===== src/rtl/sprite_loader.sv =====
// rtl/sprite_loader.sv - streams sprite bytes into image (and optional palette) RAM write ports
// Palette stage is built only when SPRITE_LOADER_PALETTE_EN is defined.
module sprite_loader #(
  parameter int WIDTH  = 256,
  parameter int HEIGHT = 256,
  localparam int N     = WIDTH * HEIGHT,
  localparam int AW    = $clog2(N)
) (
  input  logic          pixel_clk_in,
  input  logic          rst_in,
  input  logic          start_in,
  input  logic [7:0]    data_in,
  input  logic          data_valid_in,
  output logic          data_ready_out,
  output logic [AW-1:0] img_addr_out,
  output logic [7:0]    img_data_out,
  output logic          img_we_out,
  output logic [7:0]    plt_addr_out,
  output logic [23:0]   plt_data_out,
  output logic          plt_we_out,
  output logic          busy_out,
  output logic          done_out
);

`ifdef SPRITE_LOADER_PALETTE_EN
  typedef enum logic [1:0] {S_IDLE, S_PALETTE, S_PIXELS, S_DONE} state_t;
`else
  typedef enum logic [1:0] {S_IDLE, S_PIXELS, S_DONE} state_t;
`endif

  localparam logic [AW-1:0] PIX_LAST = AW'(N - 1);

  state_t        state_q, state_d;
  logic          ready_q, ready_d;
  logic [AW-1:0] pix_cnt_q, pix_cnt_d;
  logic [AW-1:0] img_addr_q, img_addr_d;
  logic [7:0]    img_data_q, img_data_d;
  logic          img_we_q, img_we_d;
  logic          done_q, done_d;
  logic          accept;

  assign accept = ready_q & data_valid_in;

`ifdef SPRITE_LOADER_PALETTE_EN
  logic [1:0]  sel_q, sel_d;
  logic [7:0]  red_q, red_d, grn_q, grn_d;
  logic [7:0]  ent_q, ent_d;
  logic [7:0]  plt_addr_q, plt_addr_d;
  logic [23:0] plt_data_q, plt_data_d;
  logic        plt_we_q, plt_we_d;
`endif

  always_comb begin
    state_d    = state_q;
    ready_d    = ready_q;
    pix_cnt_d  = pix_cnt_q;
    img_addr_d = img_addr_q;
    img_data_d = img_data_q;
    img_we_d   = 1'b0;
    done_d     = 1'b0;
`ifdef SPRITE_LOADER_PALETTE_EN
    sel_d      = sel_q;
    red_d      = red_q;
    grn_d      = grn_q;
    ent_d      = ent_q;
    plt_addr_d = plt_addr_q;
    plt_data_d = plt_data_q;
    plt_we_d   = 1'b0;
`endif
    case (state_q)
      S_IDLE: begin
        if (start_in) begin
          pix_cnt_d = '0;
          ready_d   = 1'b1;
`ifdef SPRITE_LOADER_PALETTE_EN
          sel_d     = 2'd0;
          ent_d     = 8'd0;
          state_d   = S_PALETTE;
`else
          state_d   = S_PIXELS;
`endif
        end
      end
`ifdef SPRITE_LOADER_PALETTE_EN
      S_PALETTE: begin
        if (accept) begin
          case (sel_q)
            2'd0: begin red_d = data_in; sel_d = 2'd1; end
            2'd1: begin grn_d = data_in; sel_d = 2'd2; end
            default: begin
              plt_we_d   = 1'b1;
              plt_addr_d = ent_q;
              plt_data_d = {red_q, grn_q, data_in};
              sel_d      = 2'd0;
              ent_d      = ent_q + 8'd1;
              if (ent_q == 8'hFF) state_d = S_PIXELS;
            end
          endcase
        end
      end
`endif
      S_PIXELS: begin
        if (accept) begin
          img_we_d   = 1'b1;
          img_addr_d = pix_cnt_q;
          img_data_d = data_in;
          // Last pixel: drop ready now so nothing beyond N-1 is ever taken.
          if (pix_cnt_q == PIX_LAST) begin
            ready_d = 1'b0;
            done_d  = 1'b1;
            state_d = S_DONE;
          end else begin
            pix_cnt_d = pix_cnt_q + AW'(1);
          end
        end
      end
      S_DONE:  state_d = S_IDLE;
      default: begin
        state_d = S_IDLE;
        ready_d = 1'b0;
      end
    endcase
  end

  always_ff @(posedge pixel_clk_in or negedge rst_in) begin
    if (!rst_in) begin
      state_q    <= S_IDLE;
      ready_q    <= 1'b0;
      pix_cnt_q  <= '0;
      img_addr_q <= '0;
      img_data_q <= 8'd0;
      img_we_q   <= 1'b0;
      done_q     <= 1'b0;
`ifdef SPRITE_LOADER_PALETTE_EN
      sel_q      <= 2'd0;
      red_q      <= 8'd0;
      grn_q      <= 8'd0;
      ent_q      <= 8'd0;
      plt_addr_q <= 8'd0;
      plt_data_q <= 24'd0;
      plt_we_q   <= 1'b0;
`endif
    end else begin
      state_q    <= state_d;
      ready_q    <= ready_d;
      pix_cnt_q  <= pix_cnt_d;
      img_addr_q <= img_addr_d;
      img_data_q <= img_data_d;
      img_we_q   <= img_we_d;
      done_q     <= done_d;
`ifdef SPRITE_LOADER_PALETTE_EN
      sel_q      <= sel_d;
      red_q      <= red_d;
      grn_q      <= grn_d;
      ent_q      <= ent_d;
      plt_addr_q <= plt_addr_d;
      plt_data_q <= plt_data_d;
      plt_we_q   <= plt_we_d;
`endif
    end
  end

  assign data_ready_out = ready_q;
  assign img_addr_out   = img_addr_q;
  assign img_data_out   = img_data_q;
  assign img_we_out     = img_we_q;
  assign busy_out       = (state_q != S_IDLE);
  assign done_out       = done_q;
`ifdef SPRITE_LOADER_PALETTE_EN
  assign plt_addr_out   = plt_addr_q;
  assign plt_data_out   = plt_data_q;
  assign plt_we_out     = plt_we_q;
`else
  assign plt_addr_out   = 8'd0;
  assign plt_data_out   = 24'd0;
  assign plt_we_out     = 1'b0;
`endif

endmodule


===== config.mk =====
export PLATFORM = sky130hd
export DESIGN_NAME = sprite_loader
export DESIGN_NICKNAME = d
export VERILOG_FILES = /design/src/rtl/sprite_loader.sv
export SDC_FILE = /design/constraint.sdc
export NUM_CORES = 1
export LEC_CHECK = 0
export ABC_AREA = 1
export CORE_ASPECT_RATIO = 1.4
export CORE_MARGIN = 2
export CORE_UTILIZATION = 43
export DETAILED_ROUTE_END_ITERATION = 12
export PLACE_DENSITY = 0.84
export SETUP_SLACK_MARGIN = 0.15
export SKIP_CTS_REPAIR_TIMING = 1
export SYNTH_ARGS = -nofsm -noshare
export SYNTH_HDL_FRONTEND = slang
export SYNTH_SLANG_ARGS = --single-unit
export TNS_END_PERCENT = 30

===== constraint.sdc =====
create_clock -name pixel_clk_in -period 2.6 [get_ports pixel_clk_in]
set_input_delay 0.78 -clock pixel_clk_in [delete_from_list [all_inputs] [get_ports pixel_clk_in]]
set_output_delay 0.78 -clock pixel_clk_in [all_outputs]
set_load 0.1 [all_outputs]

==> results of run 1 <==
[flip-flops by register name (all words and copies together), names as in the netlist]
register / count
img_addr_out: 16
pix_cnt_q: 16
img_data_out: 8
state_q: 2
data_ready_out: 1
done_out: 1
img_we_out: 1
[worst paths after layout]
check / startpoint / endpoint / slack, ns / cells past startpoint
worst max-delay path: state_q[1] / busy_out / 0.56 / 3
worst min-delay path: rst_in / done_out / 0.45 / 1
worst max register to register: pix_cnt_q[0] / pix_cnt_q[15] / 0.88 / 9
worst min register to register: img_data_out[2] / img_data_out[2] / 0.48 / 2
max in group asynchronous: rst_in / img_addr_out[7] / 1.62 / 2
min in group pixel_clk_in: img_data_out[2] / img_data_out[2] / 0.48 / 2
[logic make-up after synthesis]
family / share of synthesized area, %
other cells: 0.1537
buf+inv: 16.92
fa+ha+maj: 0.5127
compound gates: 8.924
flops: 46.15
simple gates: 27.33
[metrics by stage]
step	worst slack [ns]	cell area [µm²]	cells	util [%]	hold slack, ns
final	0.5606	2808	420	51.19	0.4485
after global placement	0.4187	2688	412	49.00	0.4547
after floorplan	0.5160	2560	343	-	0.4844
after global routing	0.5079	2808	420	51.19	0.4740
after CTS	0.5594	2808	420	51.19	0.4685
after detailed placement	0.3723	2688	412	49.00	0.4591
[layout make-up]
class	count	area (µm²)	area share (%)
clock buffers	6	82.58	2.941
inverters	30	112.6	4.011
repair buffers	41	342.8	12.21
well taps	68	85.08	3.030
flip-flops and latches	45	1126	40.11
multi-input cells	228	1021	36.36
clock inverters	2	37.54	1.337
[Yosys cell counts (all sizes together)]
cell / instances
a21oi: 4
buf: 39
clkbuf: 1
clkinv: 1
conb: 1
dfrtp: 45
ha: 1
inv: 29
nand2: 102
nand3: 24
nand3b: 1
nand4: 2
nor2: 25
o211ai: 1
o21ai: 35
[where the power goes]
part           internal (mW)  switching (mW)
sequential             0.699               0
clock                  0.313           0.245
combinational         0.0165           0.223
total                   1.03           0.468
[worst max-delay path, stage by stage (launching register included)]
cell	delay (ns)
dfrtp_1	0.44
inv_1	0.09
nand2_1	0.11
buf_4	0.30
[routing by layer]
layer / routed length [µm] / vias up / track usage (%) / share of wire (%)
li1: - / 992 / - / -
met1: 1902 / 948 / 19.06 / 40
met2: 2562 / 61 / 29.41 / 54
met3: 206 / 8 / 2.768 / 4.3
met4: 98 / 0 / 8.163 / 2.1
met5: 0 / - / 0 / 0
==> results.md, run 1 <==
* Outcome: finished clean
* Ys Warns at 0
* Synth-to-Final Area Change at 15.08%
* RePlAce Congestion at 0.8544
* Syn Std Cell Area at 2440 µm²
* Starting Density at 44.48%
* FMAX at 490.3 MHz
* Total GRT Usage at 16.75%
* Total wire length at 4769 µm
* Initial DRC Count at 125
* Number of global-route vias before repair at 1,853
* Antenna Nets Post-Route at 0
* Final net count at 364
* Avg WL per Cell at 11.35 µm
* Max_slew headroom at 62.20%
* Hold WC Path Type: input port to asynchronous set/reset pin
* First-pass GRT wire length at 8169 µm
* Routed vias at 2,009
* Initial antenna violation count at 0
* # setup viols final at 0
* Seq cells post-synth at 45
* Share of cells above drive strength 1 at 15.91%
* Critical Path AT at 1.26 ns
* Largest net degree at the start of global routing at 39
* Worst-Skew Late Latency at 0.30 ns
* Fin. Hold Viols at 0
* Overall power at 1.496 mW
* Die W at 67.66 µm
* H-tree depth at 2
* Final Max Tran Viols at 0
* Type of origin of the critical path: flip-flop
* Clk slew on worst S/H paths at 0.09 ns
* Global route overflow at 0
* Drt first pass iters at 4
* Clk_skew at 0.01100 ns
* Avg Vias per Cell at 4.783
* PortBufs at 39
* Max Cap Violations at 0
* Setup TNS at 0 ns
* Worst-path fanout max at 4
* Mapped Avg Cell Area at 7.845 µm²
* Register area share after synthesis at 46.15%
* Std-Cell Rows at 32
* Tightest Pin Transition at 0.5662 ns
* DRC Markers at 0
* Synth unique cells at 27
* CP required at 1.82 ns
* # fillers at 539
* RSZ-0062 raised after global routing: no
* Leak Pwr at 1.453 nW
* Element type at the critical path end: primary output
* Die area at 6301 µm²
* Num CTS Buffers at 5
* Antenna cells at 0
* CTS root buf: clkbuf_8
* Synthesized instance count at 311
* Most frequent cells in the layout: nand2_1 (98), dfrtp_1 (45), conb_1 (33)
* VDD IR max at 0.0001821 V
* Commonest non-fill, non-tap cell in the layout: nand2_1
* Total I/O pin count at 73
* Tcrit/Tclk final at 78.44%
* Ranking of synthesized cells by area: dfrtp_1 (46%), nand2_1 (15%), buf_4 (10%), nand3_1 (4.5%), inv_1 (4.0%)
* CTS max path bufs at 2
* Period minus WS final at 2.039 ns
* Post-DP HPWL at 3485 µm
* Core region area at 5485 µm²
* Die H at 93.13 µm
* PwrDens at 532.9 nW/µm²
* CTS tree: yes
* Leading area contributor after synthesis: dfrtp_1
* Synth top area share at 46.15%
* Clk sink count at 45
* Kind of critical path: flip-flop to primary output
(Power assumes the default switching activity.)
==> run 2, diff against run 1 <==
==> constraint.sdc (replaced) <==
create_clock -name pixel_clk_in -period 2 [get_ports pixel_clk_in]
set_input_delay 0.6 -clock pixel_clk_in [delete_from_list [all_inputs] [get_ports pixel_clk_in]]
set_output_delay 0.6 -clock pixel_clk_in [all_outputs]
set_load 0.1 [all_outputs]
==> run 2 against run 1 <==
Against the previous run:
- final cell count rose by 0.48%
- routed wire length rose by 4.2%
- power rose by 25%
- utilization rose by 6.4 points
- die area did not move
- via count rose by 1.0%
- worst setup slack got worse by 0.32 ns
- register-to-register slack got worse by 0.57 ns
- critical path type unchanged
- largest cell class unchanged
- highest routed layer unchanged
==> results.md, run 2 (synthesis results as in run 1) <==
* Outcome: finished clean
* CTS max path bufs at 2 (unchanged)
* CTS tree: yes
* Drt first pass iters at 4 (unchanged)
* Commonest non-fill, non-tap cell in the layout: nand2_1
* Starting Density at 44.48% (unchanged)
* Die H at 93.13 µm (unchanged)
* Type of origin of the critical path: flip-flop
* H-tree depth at 2 (unchanged)
* Antenna Nets Post-Route at 0 (unchanged)
* Clk slew on worst S/H paths at 0.08 ns (about the same)
* Avg Vias per Cell at 4.810 (+0.57%)
* Worst-Skew Late Latency at 0.30 ns (about the same)
* FMAX at 569.9 MHz
* PortBufs at 39 (unchanged)
* Hold WC Path Type: input port to asynchronous set/reset pin
* Total wire length at 4968 µm (+4.2%)
* Tightest Pin Transition at 0.5606 ns (-0.005602 ns)
* Period minus WS final at 1.755 ns
* Design area at 3161 µm² (+13%)
* Die area at 6301 µm² (unchanged)
* DRC Markers at 0 (unchanged)
* Critical Path AT at 1.15 ns (-0.11 ns)
* Worst-path fanout max at 4 (unchanged)
* Core region area at 5485 µm² (unchanged)
* Global route overflow at 0 (unchanged)
* Worst Reg2Reg Path Length in Cells at 9 (unchanged)
* Placed Area at 3052 µm² (+14%)
* Final setup margin at 0.2453 ns (-0.3153 ns)
* Total I/O pin count at 73 (unchanged)
* Final std cells w/o fill at 422 (+0.48%)
* Die W at 67.66 µm (unchanged)
* Number of global-route vias before repair at 2,000 (+7.9%)
* Max Cap Violations at 0 (unchanged)
* # fillers at 472 (-12%)
* Overall power at 1.871 mW (+25%)
* Synth-to-Final Area Change at 29.54%
* Layout Utilization at 57.62% (+6.4 points)
* PwrDens at 592.1 nW/µm² (+11%)
* Std-Cell Rows at 32 (unchanged)
* RSZ-0062 raised after global routing: yes
* Largest net degree at the start of global routing at 46 (+18%)
* Critical path startpoint: state_q[1]
* Area of the multi-input gates at 1028 µm² (+0.74%)
* Final net count at 367 (+0.82%)
* Worst slack, placed at -0.03131 ns (-0.4036 ns)
* CP required at 1.40 ns (-0.42 ns)
* Avg WL per Cell at 11.77 µm (+3.7%)
* VDD IR max at 0.0003515 V (+93%)
* Register Area at 1127 µm² (+0.11%)
* Final hold slack at 0.3719 ns (-0.07665 ns)
* Antenna cells at 0 (unchanged)
* Tcrit/Tclk final at 87.74%
* CTS root buf: clkbuf_8
* Share of cells above drive strength 1 at 17.51% (+1.6 points)
* Cell count after placement at 415 (+0.73%)
* Routed vias at 2,030 (+1.0%)
* Most frequent cells in the layout: nand2_1 (97), dfrtp_1 (44), conb_1 (33)
* Kind of critical path: flip-flop to primary output
* # setup viols final at 0 (unchanged)
* Initial DRC Count at 124 (-0.80%)
* Fin. Hold Viols at 0 (unchanged)
* RePlAce Congestion at 0.9385 (+9.8%)
* Total GRT Usage at 17.78% (+1.0 points)
* Final Max Tran Viols at 0 (unchanged)
* Initial antenna violation count at 0 (unchanged)
* Setup TNS at 0 ns (unchanged)
* Max_slew headroom at 62.58% (+0.37 points)
* Element type at the critical path end: primary output
* Clk sink count at 45 (unchanged)
* Post-DP HPWL at 3806 µm (+9.2%)
* Critical R2R Launch: pix_cnt_q[1]
* Num CTS Buffers at 5 (unchanged)
* Leak Pwr at 1.535 nW (+5.7%)
* Clk_skew at 0.01093 ns (-0.00006770 ns)
* First-pass GRT wire length at 8576 µm (+5.0%)
## run 2: area by class of cell
| cell class | instances | area share (%) |
|---|---|---|
| Clock inverter | 2 | 1.108 |
| Inverter | 30 | 3.563 |
| Tap cell | 68 | 2.692 |
| Timing Repair Buffer | 44 | 22.25 |
| Multi-Input combinational cell | 228 | 32.54 |
| Clock buffer | 5 | 2.177 |
| Sequential cell | 45 | 35.67 |
## run 2: final timing paths
| path | slack, ns | to |
|---|---|---|
| setup reg to reg | 0.31 | pix_cnt_q[3] |
| setup / recovery | 0.25 | busy_out |
| hold / removal | 0.37 | img_addr_out[2] |
| min in group pixel_clk_in | 0.54 | data_ready_out |
| hold reg to reg | 0.54 | data_ready_out |
| max in group asynchronous | 1.23 | data_ready_out |
## run 2: per-layer routing
layer  global-route usage (%)  wire length, µm
met1                    19.37             1886
met2                    31.70             2732
met3                    3.369              218
met4                    8.844              130
met5                        0                0
## run 2: critical path, cell delays in order, from the launching register on
cell     delay, ns
dfrtp_1       0.45
inv_1         0.11
nand2_2       0.12
buf_12        0.18
## run 2: power breakdown
group	switching (mW)	internal, mW
registers	0	0.909
clock network	0.291	0.363
logic	0.289	0.0189
total	0.580	1.29
